[src/rtl/seg7_scan_driver.sv]
// Multiplexed four-digit seven-segment driver with blanking gaps between digits.
// All outputs are registered; inputs are snapshotted once per frame at the index-0 SCAN entry.
module seg7_scan_driver #(
    parameter int unsigned DIV = 50000,
    parameter int unsigned GAP = 16
) (
    input  logic       clk,
    input  logic       rst,
    input  logic [3:0] ones,
    input  logic [3:0] tens,
    input  logic [3:0] hundreds,
    input  logic [3:0] thousands,
    input  logic       lzb,
    output logic [3:0] an,
    output logic [6:0] seg,
    output logic       frame_done
);

    localparam int unsigned MaxDwell = (DIV > GAP) ? DIV : GAP;
    localparam int unsigned CntW     = (MaxDwell > 2) ? $clog2(MaxDwell) : 1;

    localparam logic [CntW-1:0] GapLast = CntW'(GAP - 1);
    localparam logic [CntW-1:0] DivLast = CntW'(DIV - 1);

    typedef enum logic [0:0] {
        StGap,
        StScan
    } state_e;

    state_e          state_q, state_d;
    logic [CntW-1:0] cnt_q, cnt_d;
    logic [1:0]      idx_q, idx_d;
    logic [15:0]     snap_q, snap_d;
    logic            snap_lzb_q, snap_lzb_d;
    logic [3:0]      an_q, an_d;
    logic [6:0]      seg_q, seg_d;
    logic            fd_q, fd_d;

    logic [3:0]      digit;
    logic            blank;

    // Active-low cathodes {g,f,e,d,c,b,a}; non-BCD codes render dark.
    function automatic logic [6:0] decode(input logic [3:0] d);
        logic [6:0] s;
        case (d)
            4'd0:    s = 7'b1000000;
            4'd1:    s = 7'b1111001;
            4'd2:    s = 7'b0100100;
            4'd3:    s = 7'b0110000;
            4'd4:    s = 7'b0011001;
            4'd5:    s = 7'b0010010;
            4'd6:    s = 7'b0000010;
            4'd7:    s = 7'b1111000;
            4'd8:    s = 7'b0000000;
            4'd9:    s = 7'b0010000;
            default: s = 7'b1111111;
        endcase
        return s;
    endfunction

    always_comb begin
        state_d    = state_q;
        cnt_d      = cnt_q + 1'b1;
        idx_d      = idx_q;
        snap_d     = snap_q;
        snap_lzb_d = snap_lzb_q;
        fd_d       = 1'b0;

        case (state_q)
            StGap: begin
                if (cnt_q == GapLast) begin
                    state_d = StScan;
                    cnt_d   = '0;
                    if (idx_q == 2'd0) begin
                        snap_d     = {thousands, hundreds, tens, ones};
                        snap_lzb_d = lzb;
                    end
                end
            end
            StScan: begin
                if (cnt_q == DivLast) begin
                    state_d = StGap;
                    cnt_d   = '0;
                    idx_d   = idx_q + 2'd1;
                    fd_d    = (idx_q == 2'd3);
                end
            end
            default: begin
                state_d = StGap;
                cnt_d   = '0;
            end
        endcase
    end

    // Outputs are derived from next-state values so the registered pins track state_q exactly.
    always_comb begin
        digit = snap_d[{idx_d, 2'b00} +: 4];
        blank = 1'b0;
        if (snap_lzb_d) begin
            case (idx_d)
                2'd3:    blank = (snap_d[15:12] == 4'd0);
                2'd2:    blank = (snap_d[15:8] == 8'd0);
                2'd1:    blank = (snap_d[15:4] == 12'd0);
                default: blank = 1'b0;
            endcase
        end

        an_d  = 4'b1111;
        seg_d = 7'b1111111;
        if (state_d == StScan && !blank) begin
            an_d  = ~(4'b0001 << idx_d);
            seg_d = decode(digit);
        end
    end

    always_ff @(posedge clk) begin
        if (rst) begin
            state_q    <= StGap;
            cnt_q      <= '0;
            idx_q      <= 2'd0;
            snap_q     <= '0;
            snap_lzb_q <= 1'b0;
            an_q       <= 4'b1111;
            seg_q      <= 7'b1111111;
            fd_q       <= 1'b0;
        end else begin
            state_q    <= state_d;
            cnt_q      <= cnt_d;
            idx_q      <= idx_d;
            snap_q     <= snap_d;
            snap_lzb_q <= snap_lzb_d;
            an_q       <= an_d;
            seg_q      <= seg_d;
            fd_q       <= fd_d;
        end
    end

    assign an         = an_q;
    assign seg        = seg_q;
    assign frame_done = fd_q;

endmodule

[config.mk]
export PLATFORM = sky130hd
export DESIGN_NAME = seg7_scan_driver
export DESIGN_NICKNAME = d
export VERILOG_FILES = /design/src/rtl/seg7_scan_driver.sv
export SDC_FILE = /design/constraint.sdc
export NUM_CORES = 1
export LEC_CHECK = 0
export CORE_MARGIN = 1.5
export CORE_UTILIZATION = 29
export DETAILED_ROUTE_END_ITERATION = 7
export PLACE_DENSITY_LB_ADDON = 0.05
export SYNTH_ARGS = -nofsm -noshare
export SYNTH_HDL_FRONTEND = slang
export SYNTH_SLANG_ARGS = --single-unit
[constraint.sdc]
create_clock -name clk -period 4.2 [get_ports clk]
set_clock_uncertainty 0.1 [all_clocks]
set_input_delay 0.63 -clock clk [delete_from_list [all_inputs] [get_ports clk]]
set_output_delay 0.63 -clock clk [all_outputs]
set_load 0.05 [all_outputs]
==> results.ini <==
[run_status]
outcome = finished, final reports clean

[floorplan]
rows = 32
design.core.area_um2 = 7810
die_w_um = 93.4
die_h_um = 93.4
dieArea_um2 = 8730
start_util = 0.304
num_io_pins = 31

[power]
powerDensity_nw_per_um2 = 284
p_leak_nw = 1.03
ir_drop_v = 0.000111

[timing]
holdWs_ns = 0.346
finalHoldViolCount = 0
finalSetupViolations = 0
fmax_mhz = 285
final.min_clock_period_ns = 3.51
setup_tns_ns = 0
layout_worst_path_cycle_share = 0.835
tightest_slew_ns = 0.656
slew_headroom = 0.563
drv_slew = 0
rsz0062_at_grt = false

[global_route]
antenna_found_initial = 0
grt_max_degree = 25
grt_pass1_vias = 1872
grt_first_pass_wirelength_um = 9640
gr-total-overflow = 0
grtUsageTotal = 0.142

[synth]
ys_seq_elements = 48
synth_nets = 300
synth_cells = 273
syn_area_um2 = 2370
post_synth_num_cell_types = 40
yosysWarningCount = 0
seq_area_frac_synth = 0.405
syn_area_per_cell_um2 = 8.69

[placement]
dp_hpwl_um = 4440
gp_congestion = 0.802
io_buffer_count = 30

[cts]
cts_root_buf = clkbuf_8
postCtsSetupRepairBufs = 0
clkLatencyLatePin_ns = 0.31
cts_tree = built
clockBufferDepth = 2
cts_inserted_buffers = 5
ctsResizeCount = 0
cts_num_sinks = 48
path_clk_slew_ns = 0.09
cts_hold_buf = 0
h-tree-depth = 2

[finish]
fin_nets = 332
fillCellCount = 829
area_growth_syn_to_layout_pct = 22.3
drive_gt1_frac = 0.0817
multi_input_area_um2 = 1320
regArea_um2 = 961
n_antenna_cell = 0
layout_commonest_cell = dfxtp_1
final_cell_mix = dfxtp_1, clkdlybuf4s50_1, nor2_1, nand3_1, a21oi_1

[worst_setup_path]
worstPathRequired_ns = 4.29
r2r_cells = 9
r2r_setup_slack_ns = 0.69
reg2reg_to = seg[6]
timing.rr.start = cnt_q[4]
worstSetupPathType = register to register
cp-start-kind = register
path_max_fanout = 24
end_kind = register
worstPathArrival_ns = 3.60

[min_path]
hp-class = register to register
worstHoldEndpoint = cnt_q[0]
worstHoldStart = cnt_q[0]
hold_path_depth = 1

[run]
maxCapViolations = 0

[detailed_routing]
antenna_left = 0
route.detailed.drc = 0
vias = 2037
drt_wl_total_um = 5930
first_pass_iters = 4
drtIter0Drc = 136
post_drt_wl_per_cell_um = 14.5
routed_via_density = 4.99

-- power breakdown --
| part | switching [mW] | internal, mW | leakage [nW] | total [mW] |
|---|---|---|---|---|
| Combinational | 0.0128 | 0.0191 | 0.589 | 0.0319 |
| Clock | 0.157 | 0.177 | 0.0552 | 0.334 |
| Sequential | 0.00154 | 0.457 | 0.388 | 0.459 |
-- per-stage QoR --
| step | area [um2] | instances | setup slack (ns) | util | total power, mW |
|---|---|---|---|---|---|
| 6_report | 2900 | 408 | 0.695 | 0.372 | 0.825 |
| 5_1_grt | 2900 | 408 | 0.584 | 0.372 | 0.859 |
| 4_1_cts | 2900 | 408 | 0.711 | 0.372 | 0.839 |
| 3_5_place_dp | 2790 | 400 | 0.738 | 0.358 | 0.502 |
| 3_3_place_gp | 2790 | 400 | 0.807 | 0.358 | 0.502 |
| 2_1_floorplan | 2370 | 273 | 0.970 | - | 0.478 |
-- routing by layer --
layer  track usage  vias to the layer above  wire, um
met5             0                        -         0
met4        0.0379                        0        61
met3        0.0285                        6       226
met2         0.204                       38      2470
met1         0.213                      936      3170
li1              -                     1057         -
-- synthesized netlist by cell type --
cell type,instances,area share
a211oi_1,1,0.0032
a21boi_1,1,0.0032
a21oi_1,21,0.044
a22oi_1,16,0.051
a31oi_1,1,0.0026
and2_1,5,0.013
and3_1,8,0.021
and4b_1,1,0.0042
buf_2,3,0.0063
buf_6,2,0.0095
clkbuf_1,7,0.011
dfxtp_1,48,0.41
ha_1,8,0.042
inv_1,8,0.013
inv_2,1,0.0016
mux2i_1,5,0.021
nand2_1,12,0.019
nand2b_1,3,0.0079
nand3_1,22,0.046
nand3b_1,1,0.0032
nand4_1,3,0.0079
nor2_1,26,0.041
nor2b_1,1,0.0026
nor3_1,4,0.0084
nor4_1,7,0.018
nor4_2,2,0.011
o211ai_1,7,0.022
o211ai_2,2,0.011
o21ai_0,17,0.036
o21ai_1,2,0.0042
o21ai_4,1,0.0069
o221ai_1,1,0.0037
o311ai_2,1,0.0069
o41a_1,1,0.0047
or3_1,2,0.0053
or3_4,1,0.0047
or4_1,4,0.013
or4_4,2,0.0095
xnor2_1,9,0.033
xor2_1,6,0.022
-- worst max path at each step --
stage / startpoint / endpoint / slack, ns / depth (start not counted)
3_3_place_gp: cnt_q[4] / seg[6] / 0.81 / 9
2_1_floorplan: cnt_q[4] / seg[6] / 0.97 / 11
3_5_place_dp: cnt_q[4] / seg[6] / 0.74 / 9
6_report: cnt_q[4] / seg[6] / 0.69 / 9
5_1_grt: cnt_q[4] / seg[3] / 0.58 / 10
4_1_cts: cnt_q[4] / seg[6] / 0.71 / 9
-- critical path: stages, from the launching register on --
cell,delay (ns)
dfxtp_1,0.37
or4_4,0.57
or3_4,0.53
o211ai_1,0.37
a22oi_1,0.16
or4_1,0.62
ha_1,0.22
o41a_1,0.12
a211oi_1,0.23
o21ai_1,0.10
-- final cells by class --
class	count	share of cell area
multi-input combinational	204	0.455
sequential	48	0.331
timing repair buffer	37	0.122
tap	102	0.0440
clock buffer	6	0.0250
clock inverter	2	0.0121
inverter	9	0.0116
-- flip-flops by register name (all words and copies together), names as in the netlist --
signal	count
frame_done	1
seg	7
idx_q	2
snap_lzb_q	1
snap_q	16
state_q	1
an	4
cnt_q	16
-- cell families after synthesis --
logic type      synth area share
fa+ha+maj                 0.0422
xor+xnor                  0.0554
simple gates               0.236
flops                      0.405
mux                       0.0211
buf+inv                   0.0411
compound gates             0.199
No activity file was read; power rests on OpenSTA's default activity.
